[src/rtl/miner_pkg.sv]
// Shared widths and default constants for the nonce/work control slice.
package miner_pkg;

  localparam int          NONCE_W              = 32;
  localparam int          MIDSTATE_W           = 256;
  localparam int          DATA_W               = 96;
  localparam logic [31:0] DEFAULT_TARGET       = 32'hA41F32E7;
  localparam int          DEFAULT_PIPE_LATENCY = 254;
  localparam int          DROP_CNT_W           = 16;

endpackage

[src/rtl/golden_fifo.sv]
// First-word-fall-through synchronous FIFO for golden nonces.
// A push into a full FIFO is accepted only when a pop happens in the same cycle.
module golden_fifo #(
  parameter int DEPTH = 8,
  parameter int WIDTH = 32
) (
  input  logic             clk,
  input  logic             rst_n,
  input  logic             push,
  input  logic [WIDTH-1:0] din,
  input  logic             pop,
  output logic [WIDTH-1:0] dout,
  output logic             full,
  output logic             empty
);

  localparam int AW = $clog2(DEPTH);

  logic [AW:0]      wr_ptr;
  logic [AW:0]      rd_ptr;
  logic [WIDTH-1:0] mem [DEPTH];
  logic             do_push;
  logic             do_pop;

  // The extra pointer bit tells full apart from empty when the indices match.
  assign empty   = (wr_ptr == rd_ptr);
  assign full    = (wr_ptr[AW] != rd_ptr[AW]) && (wr_ptr[AW-1:0] == rd_ptr[AW-1:0]);
  assign do_pop  = pop && !empty;
  assign do_push = push && (!full || do_pop);
  assign dout    = mem[rd_ptr[AW-1:0]];

  always_ff @(posedge clk or negedge rst_n) begin
    if (!rst_n) begin
      wr_ptr <= '0;
      rd_ptr <= '0;
      for (int i = 0; i < DEPTH; i++) mem[i] <= '0;
    end else begin
      if (do_push) begin
        mem[wr_ptr[AW-1:0]] <= din;
        wr_ptr              <= wr_ptr + (AW+1)'(1);
      end
      if (do_pop) rd_ptr <= rd_ptr + (AW+1)'(1);
    end
  end

endmodule

[src/rtl/nonce_ctrl_multi.sv]
// Nonce/work control for NUM_CORES interleaved SHA-256d hashers with golden-nonce FIFO.
// Optional GOLDEN_DROP_CNT_EN adds a saturating drop_count output.
module nonce_ctrl_multi
  import miner_pkg::*;
#(
  parameter int          NUM_CORES    = 4,
  parameter int          PIPE_LATENCY = DEFAULT_PIPE_LATENCY,
  parameter int          FIFO_DEPTH   = 8,
  parameter logic [31:0] TARGET       = DEFAULT_TARGET
) (
  input  logic                    hash_clk,
  input  logic                    hash_rst_n,
  input  logic [MIDSTATE_W-1:0]   work_midstate,
  input  logic [DATA_W-1:0]       work_data,
  output logic [MIDSTATE_W-1:0]   hasher_midstate,
  output logic [DATA_W-1:0]       hasher_data,
  output logic [NONCE_W-1:0]      hasher_nonce,
  input  logic [NUM_CORES*32-1:0] hash2_w,
  output logic                    golden_valid,
  output logic [NONCE_W-1:0]      golden_nonce,
  input  logic                    golden_ready,
  output logic                    hashing,
  output logic                    fifo_overflow
`ifdef GOLDEN_DROP_CNT_EN
  ,
  output logic [DROP_CNT_W-1:0]   drop_count
`endif
);

  localparam int          CNT_W     = $clog2(NUM_CORES + 1);
  localparam int          IGN_W     = $clog2(PIPE_LATENCY + 2);
  localparam logic [31:0] STEP      = 32'(NUM_CORES);
  localparam logic [31:0] LEAD      = 32'(PIPE_LATENCY * NUM_CORES);
  localparam logic [31:0] LANE_MASK = ~(STEP - 32'd1);

  logic              new_work;
  logic              cont;
  logic [31:0]       rpt_base;
  logic [31:0]       stop_base;
  logic [IGN_W-1:0]  ign_cnt;
  logic [CNT_W-1:0]  hit_cnt;
  logic [31:0]       first_nonce;
  logic              hit_r;
  logic [31:0]       hit_nonce;
  logic              fifo_full;
  logic              fifo_empty;
  logic              pop;
  logic              full_drop;
  logic              multi_drop;

  assign cont         = (rpt_base != stop_base) || new_work;
  assign golden_valid = !fifo_empty;
  assign pop          = golden_valid && golden_ready;
  assign full_drop    = hit_r && fifo_full && !pop;
  assign multi_drop   = (hit_cnt > CNT_W'(1));

  // Descending scan so the lowest hitting core ends up owning first_nonce.
  always_comb begin
    hit_cnt     = '0;
    first_nonce = '0;
    for (int k = NUM_CORES - 1; k >= 0; k--) begin
      if ((hash2_w[32*k +: 32] == TARGET) && cont && (ign_cnt == '0)) begin
        hit_cnt     = hit_cnt + CNT_W'(1);
        first_nonce = (rpt_base & LANE_MASK) | 32'(k);
      end
    end
  end

  always_ff @(posedge hash_clk or negedge hash_rst_n) begin
    if (!hash_rst_n) begin
      hasher_midstate <= '0;
      hasher_data     <= '0;
      new_work        <= 1'b0;
      hasher_nonce    <= '0;
      hashing         <= 1'b0;
      rpt_base        <= '0;
      stop_base       <= '0;
      ign_cnt         <= '0;
      hit_r           <= 1'b0;
      hit_nonce       <= '0;
      fifo_overflow   <= 1'b0;
    end else begin
      hasher_midstate <= work_midstate;
      hasher_data     <= work_data;
      new_work        <= (hasher_midstate != work_midstate) || (hasher_data != work_data);
      hasher_nonce    <= rpt_base + LEAD;
      hashing         <= cont;
      if (cont) rpt_base <= rpt_base + STEP;
      // A full sweep ends when rpt_base wraps back onto the value it had at new work.
      if (new_work) stop_base <= rpt_base;
      if (new_work)
        ign_cnt <= IGN_W'(PIPE_LATENCY);
      else if (ign_cnt != '0)
        ign_cnt <= ign_cnt - IGN_W'(1);
      hit_r     <= (hit_cnt != '0);
      hit_nonce <= first_nonce;
      if (multi_drop || full_drop) fifo_overflow <= 1'b1;
    end
  end

  golden_fifo #(
    .DEPTH (FIFO_DEPTH),
    .WIDTH (NONCE_W)
  ) u_fifo (
    .clk   (hash_clk),
    .rst_n (hash_rst_n),
    .push  (hit_r),
    .din   (hit_nonce),
    .pop   (pop),
    .dout  (golden_nonce),
    .full  (fifo_full),
    .empty (fifo_empty)
  );

`ifdef GOLDEN_DROP_CNT_EN
  logic [CNT_W:0]      drop_inc;
  logic [DROP_CNT_W:0] drop_sum;

  // Each extra same-cycle hit and each push refused by a full FIFO counts once.
  assign drop_inc = ((hit_cnt != '0) ? {1'b0, hit_cnt - CNT_W'(1)} : '0) + (CNT_W+1)'(full_drop);
  assign drop_sum = {1'b0, drop_count} + (DROP_CNT_W+1)'(drop_inc);

  always_ff @(posedge hash_clk or negedge hash_rst_n) begin
    if (!hash_rst_n)
      drop_count <= '0;
    else
      drop_count <= drop_sum[DROP_CNT_W] ? '1 : drop_sum[DROP_CNT_W-1:0];
  end
`endif

endmodule

[config.mk]
export PLATFORM = sky130hd
export DESIGN_NAME = nonce_ctrl_multi
export DESIGN_NICKNAME = d
export VERILOG_FILES = /design/src/rtl/miner_pkg.sv /design/src/rtl/golden_fifo.sv /design/src/rtl/nonce_ctrl_multi.sv
export SDC_FILE = /design/constraint.sdc
export NUM_CORES = 1
export LEC_CHECK = 0
export CAP_MARGIN = 10
export CELL_PAD_IN_SITES_DETAIL_PLACEMENT = 0
export CELL_PAD_IN_SITES_GLOBAL_PLACEMENT = 1
export CORE_AREA = 2 2 348 350
export DETAILED_ROUTE_END_ITERATION = 12
export DIE_AREA = 0 0 350 352
export GPL_ROUTABILITY_DRIVEN = 0
export PLACE_DENSITY_LB_ADDON = 0.3
export SYNTH_ARGS = -nofsm -noshare
export SYNTH_HDL_FRONTEND = slang
export SYNTH_SLANG_ARGS = --single-unit
[constraint.sdc]
create_clock -name hash_clk -period 3 [get_ports hash_clk]
set_input_delay 0.75 -clock hash_clk [delete_from_list [all_inputs] [get_ports hash_clk]]
set_output_delay 0.75 -clock hash_clk [all_outputs]
set_load 0.005 [all_outputs]
# [Word-level counts from Yosys, hierarchy flattened]
# Index checks and enable logic that the tools add are counted.
[op_classes] addsub=8 order_cmp=4 n_eq_ne=10 muxes=16 bitwise_logic=2 reduce_logical=26
[op_table] operator="$bwmux W256" count=1
[op_table] operator="$ne A256 B256 Y1" count=1
[op_table] operator="$mux W32" count=7
[op_table] operator="$eq A32 B32 Y1 const B" count=4
[op_table] operator="$bmux W32 S3" count=1
[op_table] operator="$demux W32 S3" count=1
[op_table] operator="$ne A96 B96 Y1" count=1
[op_table] operator="$add A32 B10 Y32 const B" count=1
[op_table] operator="$add A32 B3 Y32 const B" count=1
[op_table] operator="$ne A32 B32 Y1" count=1
[op_table] operator="$mux W8" count=2
[op_table] operator="$logic_and A1 B1 Y1" count=15
[op_table] operator="$add A4 B1 Y4 const B" count=2
[op_table] operator="$ge A4 B4 Y1 const B" count=2
[op_table] operator="$logic_not A8 Y1" count=1
[op_table] operator="$not A3 Y4" count=2
[op_table] operator="$reduce_bool A8 Y1" count=1
[op_table] operator="$sub A8 B1 Y8 const B" count=1
[op_table] operator="$mux W3" count=2
[op_table] operator="$eq A4 B4 Y1" count=1
[op_table] operator="$logic_or A1 B1 Y1" count=4
[op_table] operator="$lt A4 B1 Y1 const B" count=1
[op_table] operator="$add A2 B1 Y3 const B" count=1
[op_table] operator="$add A3 B1 Y3 const B" count=1
[op_table] operator="9 further kinds" count=11
[totals] ff_bits=756 elab_cells=87

# [Logic depth before layout (Yosys ltp)]
# Gate-level depths: netlist (run 1).
[logic_depth] depth_word=13 ltp_mapped=14

# [Modules after synthesis]
# A second synthesis (run 1) with hierarchy kept.
[unflattened] hier_cells=2097 hier_area_um2=31297.5
[by_module_without_submodules] module="nonce_ctrl_multi" instances=1 cells_each=1389 area_per_inst_um2=19272.2
[by_module_without_submodules] module="golden_fifo" instances=1 cells_each=708 area_per_inst_um2=12025.3

# [Least setup slack after synthesis (run 1)]
# OpenSTA, ideal clock, no wires.
[synth_timing] path_type="reg-to-reg" startpoint="register ign_cnt[0]" endpoint="register fifo_overflow" t_arrival_ps=2912 required_time_ps=2865 slack_ps=-47 stages_incl_launch_ff=14 path_buffers=2 cell_sequence="dfrtp_1 inv_1 ha_1 or3b_1 clkbuf_1 nor3_2 buf_2 o211ai_2 inv_1 ha_1 xor2_1 ha_1 nor4b_1 a22oi_1"
[synth_via] elab_chain_cells=11 elab_cells_between_ends=14
[synth_rtl] item="start: declaration" line="nonce_ctrl_multi.sv:40" rtl="logic [IGN_W-1:0] ign_cnt;"
[synth_rtl] item="start signal: assignment" line="nonce_ctrl_multi.sv:92" rtl="ign_cnt <= IGN_W'(PIPE_LATENCY);"
[synth_rtl] item="start signal: assignment" line="nonce_ctrl_multi.sv:94" rtl="ign_cnt <= ign_cnt - IGN_W'(1);"
[synth_rtl] item="$logic_not A8 Y1 *" line="nonce_ctrl_multi.sv:62" rtl="if ((hash2_w[32*k +: 32] == TARGET) && cont && (ign_cnt == '0)) begin"
[synth_rtl] item="$logic_and A1 B1 Y1" line="nonce_ctrl_multi.sv:62"
[synth_rtl] item="$mux W1" line="nonce_ctrl_multi.sv:62"
[synth_rtl] item="$add A1 B1 Y2" line="nonce_ctrl_multi.sv:63" rtl="hit_cnt = hit_cnt + CNT_W'(1);"
[synth_rtl] item="$mux W2" line="nonce_ctrl_multi.sv:62"
[synth_rtl] item="$add A2 B1 Y3" line="nonce_ctrl_multi.sv:63"
[synth_rtl] item="$mux W3" line="nonce_ctrl_multi.sv:62"
[synth_rtl] item="$add A3 B1 Y3" line="nonce_ctrl_multi.sv:63"
[synth_rtl] item="$mux W3 *" line="nonce_ctrl_multi.sv:62"
[synth_rtl] item="$gt A3 B1 Y1 *" line="nonce_ctrl_multi.sv:55" rtl="assign multi_drop = (hit_cnt > CNT_W'(1));"
[synth_rtl] item="$logic_or A1 B1 Y1 *" line="nonce_ctrl_multi.sv:97" rtl="if (multi_drop || full_drop) fifo_overflow <= 1'b1;"
[synth_rtl] item="end signal: assignment" line="nonce_ctrl_multi.sv:81" rtl="fifo_overflow <= 1'b0;"
[synth_rtl] item="end signal: assignment" line="nonce_ctrl_multi.sv:97"
[synth_rtl] item="end: declaration" line="nonce_ctrl_multi.sv:23" rtl="output logic fifo_overflow"
# Mark *: on every way between the ends. The rest lies on a longest branch, timed or not.
# A chain may end at the register's enable or synchronous reset.

# [Final worst setup path (run 1)]
[layout_timing] startpoint="register u_fifo.rd_ptr[0]" endpoint="output golden_nonce[12]"
[layout_via] elab_chain_cells=4
[layout_rtl] item="start: declaration" line="golden_fifo.sv:20" rtl="logic [AW:0] rd_ptr;"
[layout_rtl] item="start signal: assignment" line="golden_fifo.sv:42" rtl="if (do_pop) rd_ptr <= rd_ptr + (AW+1)'(1);"
[layout_rtl] item="$not A3 Y4 (not written as such)" line="golden_fifo.sv:30" rtl="assign dout = mem[rd_ptr[AW-1:0]];"
[layout_rtl] item="$bmux W32 S3" line="golden_fifo.sv:30"
[layout_rtl] item="$mux W32 (not written as such) (2 in series)" line="golden_fifo.sv:30"
[layout_rtl] item="end: declaration" line="nonce_ctrl_multi.sv:20" rtl="output logic [NONCE_W-1:0] golden_nonce,"
# No other way between the ends. The select of a mux whose other input is x is not followed.

==> flow_summary.yaml, run 1 <==
status:
  status: "finished with violations"
  failed_checks: "negative setup slack"
min_path:
  worstHoldPathType: "in -> async"
setup_path:
  r2r_slack_ns: 0.07
  worstReg2RegStart: "u_fifo.rd_ptr[0]"
  reg2reg_to: "u_fifo.mem[206]"
  end_kind: "output pin"
  crit_fanout: 8
  cp.required_ns: 2.25
  path_class: "reg -> out"
  r2r_cells: 13
  cp.arrival_ns: 2.57
  start_kind: "flop"
pwr:
  swShare_pct: 25.0
  power.density_nw_per_um2: 550
  internal_power_mw: 19.5
  power_mw: 26.0
  ir_drop_v: 0.000418
  leakage_nw: 20.4
  p_comb_share_pct: 15.1
  clkPwrFrac_pct: 44.2
  power_switching_mw: 6.51
  seqPwrFrac_pct: 40.7
sta:
  maxSlewHeadroom_pct: 51.7
  worst_pin_slew_ns: 0.717
  setup_viol: 33
  setup_slack_ns: -0.322
  fin_worst_skew_ns: 0.0422
  fin_tns_setup_ns: -6.33
  fin_crit_ns: 3.32
  slew_viol_final: 0
  fmax_ghz: 0.301
  rsz0062_at_grt: "true"
  final.period_utilization_pct: 111
  hold_viol_final: 0
detailed_routing:
  avgRoutedWirePerCell_um: 33.0
  first_pass_iters: 5
  vias_per_cell: 4.64
  wl_um: 162000
  drc: 0
  ant_nets: 0
  drt_iter0_markers: 1883
  vias: 22800
yosys:
  synth.avg_cell_area_um2: 14.8
  synth_enable_flop_cells: 0
  syn_inst: 2094
  synth_warnings: 0
  yosys.cell_types.count: 64
  syn_area_um2: 31000
  synth.ff_latch_count: 750
  yosysTopAreaCell: "dfrtp_1"
  synth_top_cell_area_share_pct: 60.6
  ys_async_sr_fraction_pct: 100
  synth.area.top_cells: "dfrtp_1 61%, mux2_2 11%, xnor2_1 8.3%"
  synth-seq-area-share_pct: 60.6
  synth_flop_cell: "dfrtp_1"
die:
  io_pins: 902
  rows: 127
  core_region_area_um2: 119000
  die_x_um: 350
  die_area_um2: 123000
  die-height_um: 352
  initial_core_util_pct: 26.0
job:
  drv_cap: 0
clock_network:
  cts_buffer_depth: 3
  cts_sinks: 750
  cts_root_buffer: "clkbuf_16"
  tritoncts: "done"
  holdBufCountCts: 0
  clkSlewWorstSetupHoldPaths_ns: 0.06
  insertion_delay_ns: 0.68
  htreeDepth: 3
  cts_buffers: 92
grt:
  grt_pass1_vias: 23900
  globalRouteTotalUtil_pct: 26.0
  gr-total-overflow: 0
  grt_max_degree: 58
  grt_pass1_wl_um: 215000
  antenna_found_initial: 140
final_layout:
  layout_common_cells: "855 x clkdlybuf4s50_1, 748 x dfrtp_1, 292 x xnor2_1, 274 x mux2_2, 132 x xor2_1"
  final_nets: 3688
  design_area_um2: 47300
  layout_commonest_cell: "clkdlybuf4s50_1"
  layout-drive-gt1-share_pct: 23.8
  area_delta_synth_final_pct: 52.7
  utilization_pct: 39.6
place:
  place_area_um2: 43100
  hpwl_um: 132000
  io_buffers: 899
## synth_stat cells (10+ instances only)
master and number:
mux4_2 64, mux2_2 306, dfrtp_1 750, clkbuf_1 21, inv_1 33, ha_1 10, nor4_1 50, nand2_1 45
nor3_1 13, and2_1 35, mux2_1 14, buf_4 15, nand3_1 10, xnor2_1 292, buf_2 36, nor2_1 22
xor2_1 134, nor2b_1 13, nand4_1 93
## routing by layer
metal | global-route usage (%) | share of wire, % | vias up
met5 | 0 | 0.14 | -
met4 | 7.20 | 2.6 | 36
met3 | 11.6 | 11 | 234
met2 | 38.5 | 44 | 1064
met1 | 34.2 | 42 | 11800
li1 | - | - | 9677
## worst max-delay path, cell delays in order (launching register included)
cell and delay [ns]:
dfrtp_4 0.50, buf_12 0.17, buf_16 0.13, buf_12 0.13
buf_12 0.12, mux4_2 0.42, mux2_4 0.29, buf_6 0.12
## cells by family (layout without fill, tap and decap cells)
| logic type | count (synthesis) | in the layout | synth area share [%] |
|---|---|---|---|
| AOI/OAI and AO/OA | 47 | 47 | 1.24 |
| xor gates and xnor gates | 426 | 426 | 12.0 |
| adders and majority gates | 10 | 10 | 0.404 |
| buffers and inverters | 118 | 1290 | 1.91 |
| DFF | 750 | 750 | 60.6 |
| muxes | 385 | 385 | 16.3 |
| other | 1 | 43 | 0.0121 |
| and+or+nand+nor | 357 | 357 | 7.51 |
## sequential cells by signal (all words and copies together) (netlist names)
name and count:
u_fifo.wr_ptr 4, new_work 1, hasher_data 96, fifo_overflow 1, stop_base 30, hasher_nonce 30
hasher_midstate 256, rpt_base 30, u_fifo.mem 256, hashing 1, ign_cnt 8, u_fifo.rd_ptr 4
hit_r 1, hit_nonce 32
## worst max-delay path by stage
stage	startpoint	end	slack, ns	cells after the start
global route	u_fifo.rd_ptr[0]	golden_nonce[15]	-0.37	7
floorplan	hash2_w[119]	fifo_overflow	0.04	10
detailed placement	hash2_w[87]	fifo_overflow	-0.99	11
finish	u_fifo.rd_ptr[0]	golden_nonce[12]	-0.32	7
global placement	hash2_w[87]	hit_r	-0.94	11
CTS	u_fifo.rd_ptr[0]	golden_nonce[16]	-0.37	7
## stage by stage
stage	hold slack (ns)	cells	setup WS (ns)
2_1_floorplan	0.452	2095	0.0408
3_3_place_gp	0.465	4673	-0.937
3_5_place_dp	0.469	4673	-0.988
4_1_cts	0.0284	4878	-0.370
5_1_grt	0.0488	4893	-0.366
6_report	0.0453	4920	-0.322
## cell type report
class | instances | area [µm²]
diodes | 41 | 103
clock buffers | 144 | 2740
clock inverters | 22 | 378
fillers | 11300 | 72000
inverters | 33 | 124
multi-input cells | 1227 | 12000
flip-flops and latches | 750 | 18800
well taps | 1612 | 2020
repair buffers | 1091 | 11200
## power groups by stage
stage / Combinational [mW] / Sequential [mW] / Clock, mW
after global routing: 4.15 / 10.6 / 12.2
after floorplan: 0.914 / 10.7 / 0
after CTS: 4.03 / 10.6 / 11.8
final: 3.93 / 10.6 / 11.5
after global placement: 3.03 / 10.8 / 0
after detailed placement: 3.02 / 10.8 / 0
## timing repair
action | CTS | global route
cloned | 5 | 0
pin swaps | 5 | 16
setup endpoints to repair | 35 | 178
buffers inserted | 35 | 9
resized for setup | 235 | 47
(Power assumes the default switching activity.)
==> run 2, diff against run 1 <==
--- a/config.mk
+++ b/config.mk
@@ -13,6 +13,7 @@
 export DIE_AREA = 0 0 350 352
 export GPL_ROUTABILITY_DRIVEN = 0
 export PLACE_DENSITY_LB_ADDON = 0.3
+export RECOVER_POWER = 25
 export SYNTH_ARGS = -nofsm -noshare
 export SYNTH_HDL_FRONTEND = slang
 export SYNTH_SLANG_ARGS = --single-unit
==> run 2 against run 1 <==
- the run ends with max-capacitance violations, max-slew violations, negative setup slack left
- critical path depth unchanged
- die area unchanged
- clock-buffer cell count unchanged
- final cell count increased by 2.0%
- sequential cell count unchanged
- sequential power about the same
- clock skew increased by 0.00053 ns
- worst setup slack improved by 0.011 ns
- design area increased by 0.30%
==> flow_summary.yaml, run 2 (same netlist as run 1, synthesis figures left out) <==
clock_network:
  htreeDepth: 3
  cts_buffer_depth: 3
  clkSlewWorstSetupHoldPaths_ns: 0.06
  cts_buffers: 92
  cts_sinks: 750
  holdBufCountCts: 0
  cts_root_buffer: "clkbuf_16"
  tritoncts: "done"
  insertion_delay_ns: 0.68
setup_path:
  start_kind: "flop"
  worstReg2RegStart: "u_fifo.rd_ptr[0]"
  end_kind: "output pin"
  cp.required_ns: 2.25
  cp.arrival_ns: 2.56
  reg2reg_to: "u_fifo.mem[206]"
  path_class: "reg -> out"
  r2r_slack_ns: 0.08
  r2r_cells: 13
  crit_fanout: 8
min_path:
  worstHoldEndpoint: "u_fifo.mem[166]"
  worstHoldPathType: "reg -> reg"
  hp-start: "u_fifo.mem[166]"
  holdPathStages: 1
sta:
  setup_viol: 33
  fmax_ghz: 0.302
  slew_viol_final: 46
  fin_crit_ns: 3.31
  rsz0062_at_grt: "true"
  fin_tns_setup_ns: -6.03
  maxSlewHeadroom_pct: -13.5
  final.period_utilization_pct: 110
  hold_viol_final: 0
  worst_pin_slew_ns: 1.70
  setup_slack_ns: -0.311
  fin_worst_skew_ns: 0.0427
final_layout:
  layout-drive-gt1-share_pct: 23.7
  nFillCells: 11300
  layout_commonest_cell: "dfrtp_1"
  fin_cells: 5016
  final_nets: 3688
  top_regs: "hasher_midstate: 256 flops, u_fifo.mem: 256 flops, hasher_data: 96 flops"
  layout_common_cells: "748 x dfrtp_1, 507 x clkdlybuf4s50_1, 348 x dlygate4sd3_1, 292 x xnor2_1, 274 x mux2_2"
  area_delta_synth_final_pct: 53.2
die:
  die_x_um: 350
  die-height_um: 352
  rows: 127
  initial_core_util_pct: 26.0
  io_pins: 902
  core_region_area_um2: 119000
  die_area_um2: 123000
grt:
  antenna_found_initial: 203
  grt_max_degree: 58
  gr-total-overflow: 0
  globalRouteTotalUtil_pct: 26.0
  grt_pass1_vias: 23900
  grt_pass1_wl_um: 215000
place:
  place_ws_ns: -0.988
  place_inst: 4673
  hpwl_um: 132000
  io_buffers: 899
job:
  drv_cap: 1
detailed_routing:
  vias_per_cell: 4.58
  drc: 0
  wl_um: 162000
  vias: 23000
  ant_nets: 0
  drt_iter0_markers: 1921
  avgRoutedWirePerCell_um: 32.3
  first_pass_iters: 5
status:
  status: "finished with violations"
  failed_checks: "max-capacitance violations, max-slew violations, negative setup slack"
pwr:
  ir_drop_v: 0.000419
  power.density_nw_per_um2: 546
  power_mw: 25.9
  leakage_nw: 20.4
==> run 2: changes by cell type in the layout (fill, tap and decap cells not counted) <==
cell	delta
buf_8	-1
clkbuf_1	+4
diode_2	+96
buf_4	-3
buf_12	-5
clkdlybuf4s50_1	-348
dlygate4sd3_1	+348
clkbuf_2	+5
==> run 2: critical path, cell delays in order (launching register included) <==
cell	delay (ns)
dfrtp_4	0.50
buf_12	0.17
buf_16	0.13
buf_12	0.13
buf_12	0.12
mux4_2	0.42
mux2_4	0.29
buf_6	0.12
==> run 2: worst max-delay path by stage <==
stage                                 from          endpoint
after floorplan               hash2_w[119]     fifo_overflow
after global placement         hash2_w[87]             hit_r
after detailed placement       hash2_w[87]     fifo_overflow
after CTS                 u_fifo.rd_ptr[0]  golden_nonce[16]
after global routing      u_fifo.rd_ptr[0]  golden_nonce[15]
final                     u_fifo.rd_ptr[0]  golden_nonce[12]
==> run 2: per-stage QoR <==
step | utilization, % | cell area, µm² | hold WS [ns]
finish | 39.8 | 47500 | 0.485
global route | 39.5 | 47200 | 0.492
CTS | 39.5 | 47100 | 0.0284
detailed placement | 36.1 | 43100 | 0.469
global placement | 36.1 | 43100 | 0.465
floorplan | - | 31000 | 0.452
==> run 2: final cells by class <==
cell class              instances  area [µm²]  share of cell area, %
flip-flops and latches        750       18800                   39.6
well taps                    1612        2020                   4.25
inverters                      33         124                  0.261
repair buffers               1091       11100                   23.4
multi-input cells            1227       12000                   25.2
clock inverters                22         378                  0.796
diodes                        137         343                  0.722
clock buffers                 144        2740                   5.77
==> run 2: what timing repair did <==
item	CTS	global route
pin swaps	5	16
gates cloned	5	0
gates resized for setup	235	47
setup endpoints to repair	35	178
buffers inserted	35	9
==> run 2: per-layer routing <==
| metal | GRT usage, % | vias to the layer above | wire [µm] | part of all wire [%] |
|---|---|---|---|---|
| met2 | 38.5 | 1134 | 70800 | 44 |
| met4 | 7.20 | 44 | 4780 | 2.9 |
| met5 | 0 | - | 287 | 0.18 |
| met1 | 34.2 | 11700 | 66200 | 41 |
| li1 | - | 9792 | - | - |
| met3 | 11.6 | 336 | 20200 | 12 |
==> run 2: power breakdown <==
| part | switching (mW) | internal (mW) | total [mW] |
|---|---|---|---|
| combinational | 1.60 | 2.22 | 3.82 |
| sequential | 0.217 | 10.4 | 10.6 |
| clock | 4.68 | 6.81 | 11.5 |
==> run 3, diff against run 2 <==
--- a/config.mk
+++ b/config.mk
@@ -8,10 +8,11 @@
 export CAP_MARGIN = 10
 export CELL_PAD_IN_SITES_DETAIL_PLACEMENT = 0
 export CELL_PAD_IN_SITES_GLOBAL_PLACEMENT = 1
-export CORE_AREA = 2 2 348 350
+export CORE_AREA = 2 2 355 357
 export DETAILED_ROUTE_END_ITERATION = 12
-export DIE_AREA = 0 0 350 352
+export DIE_AREA = 0 0 357 359
 export GPL_ROUTABILITY_DRIVEN = 0
+export GPL_TIMING_DRIVEN = 0
 export PLACE_DENSITY_LB_ADDON = 0.3
 export RECOVER_POWER = 25
 export SYNTH_ARGS = -nofsm -noshare
==> constraint.sdc (replaced) <==
create_clock -name hash_clk -period 4 [get_ports hash_clk]
set_input_delay 0.6 -clock hash_clk [delete_from_list [all_inputs] [get_ports hash_clk]]
set_output_delay 0.6 -clock hash_clk [all_outputs]
set_load 0.005 [all_outputs]
==> run 3 against run 2 <==
- the run ends with max-capacitance violations, max-slew violations left
- global-route usage shrank 1.3 points
- worst setup slack gained 0.46 ns
- design area decreased by 3.4%
- final cell count fell by 0.46%
- non-clock buffer count decreased by 94
- first-iteration DRC count down 7.6%
- register-to-register slack better by 0.43 ns
- sequential power down 25%
- clock-buffer cell count is 14 lower
- hold slack got worse by 0.0037 ns
- via count down 1.3%
- critical path type unchanged
==> flow_summary.yaml, run 3 (same netlist as run 1, synthesis figures left out) <==
status:
  status: "finished with violations"
  failed_checks: "max-capacitance violations, max-slew violations"
final_layout:
  top_regs: "hasher_midstate: 256 flops, u_fifo.mem: 256 flops, hasher_data: 96 flops"
  layout_commonest_cell: "dfrtp_1"
  area_delta_synth_final_pct: 47.9
  utilization_pct: 36.8
  final_nets: 3594
  fin_cells: 4993
  layout_common_cells: "750 x dfrtp_1, 546 x clkdlybuf4s50_1, 353 x dlygate4sd3_1, 306 x mux2_2, 292 x xnor2_1"
  layout-drive-gt1-share_pct: 19.5
clock_network:
  post_cts_buffers: 0
  tritoncts: "done"
  cts_buffers: 92
  htreeDepth: 3
  clkSlewWorstSetupHoldPaths_ns: 0.06
  insertion_delay_ns: 0.70
  cts_root_buffer: "clkbuf_16"
  cts_buffer_depth: 3
  cts_sinks: 750
pwr:
  ir_drop_v: 0.000310
  power.density_nw_per_um2: 407
  leakage_nw: 19.5
  power_mw: 18.7
grt:
  grt_pass1_vias: 23000
  grt_max_degree: 109
  globalRouteTotalUtil_pct: 24.7
  grt_pass1_wl_um: 211000
  gr-total-overflow: 0
  antenna_found_initial: 210
setup_path:
  cp.required_ns: 3.40
  cp.arrival_ns: 3.25
  end_kind: "output pin"
  path_class: "reg -> out"
  crit_fanout: 10
  start_kind: "flop"
place:
  io_buffers: 899
  place_ws_ns: -0.127
  place_inst: 4656
  hpwl_um: 132000
die:
  die-height_um: 359
  rows: 130
  io_pins: 902
  die_area_um2: 128000
  initial_core_util_pct: 24.9
  die_x_um: 357
  core_region_area_um2: 125000
sta:
  slew_viol_final: 62
  rsz0062_at_grt: "false"
  fin_crit_ns: 3.85
  fin_tns_setup_ns: 0
  fin_worst_skew_ns: 0.0667
  fmax_ghz: 0.259
  worst_pin_slew_ns: 1.79
  hold_viol_final: 0
  setup_viol: 0
  setup_slack_ns: 0.146
  final.period_utilization_pct: 96.4
  maxSlewHeadroom_pct: -19.1
job:
  drv_cap: 1
detailed_routing:
  ant_nets: 0
  drc: 0
  first_pass_iters: 7
  vias: 22700
  vias_per_cell: 4.54
  avgRoutedWirePerCell_um: 32.0
  drt_iter0_markers: 1775
  wl_um: 160000
min_path:
  worstHoldPathType: "reg -> reg"
-- run 3: repair_timing --
item | CTS | global route
endpoints found under the hold margin | 61 | 0
hold buffers | 1 | 0
setup endpoints to repair | 32 | 13
gates resized for setup | 11 | 3
-- run 3: power by group --
part / switching [mW] / leakage [nW] / internal [mW]
combinational: 1.03 / 8.37 / 1.13
sequential: 0.157 / 9.57 / 7.78
clock: 3.58 / 1.53 / 4.99
-- run 3: stage by stage --
step,hold slack [ns],instance area (µm²)
2_1_floorplan,0.304,31000
3_3_place_gp,0.465,42000
3_5_place_dp,0.469,42300
4_1_cts,0.299,45400
5_1_grt,0.461,45500
6_report,0.481,45800
-- run 3: layout make-up --
type / instances / area, µm²
Antenna cell: 169 / 423
Buffer: 85 / 500
Clock buffer: 130 / 2630
Clock inverter: 37 / 452
Fill cell: 12200 / 78800
Inverter: 33 / 124
Multi-Input combinational cell: 1227 / 11600
Sequential cell: 750 / 18800
Tap cell: 1650 / 2060
Timing Repair Buffer: 912 / 9240
-- run 3: path summary, 6_finish.rpt --
path                                  start            endpoint  slack, ns  cells after the start
min in group asynchronous        hash_rst_n     u_fifo.mem[100]       0.93                      2
hold / removal              u_fifo.mem[189]     u_fifo.mem[189]       0.48                      1
hold reg to reg             u_fifo.mem[189]     u_fifo.mem[189]       0.48                      1
setup reg to reg                 ign_cnt[0]               hit_r       0.51                     13
max in group asynchronous        hash_rst_n  hasher_midstate[7]       0.68                      5
setup / recovery           u_fifo.rd_ptr[1]    golden_nonce[23]       0.15                      4
-- run 3: metal layers --
metal	part of all wire [%]	global-route usage, %
met5	0.12	0
met3	13	9.99
met1	41	32.9
met2	43	36.3
met4	3.6	8.07
-- run 3: critical path, cell delays in order (launching register included) --
cell and delay [ns]:
dfrtp_1 0.46, clkbuf_1 0.84, mux4_2 0.44, mux2_2 0.29, clkdlybuf4s50_1 0.54
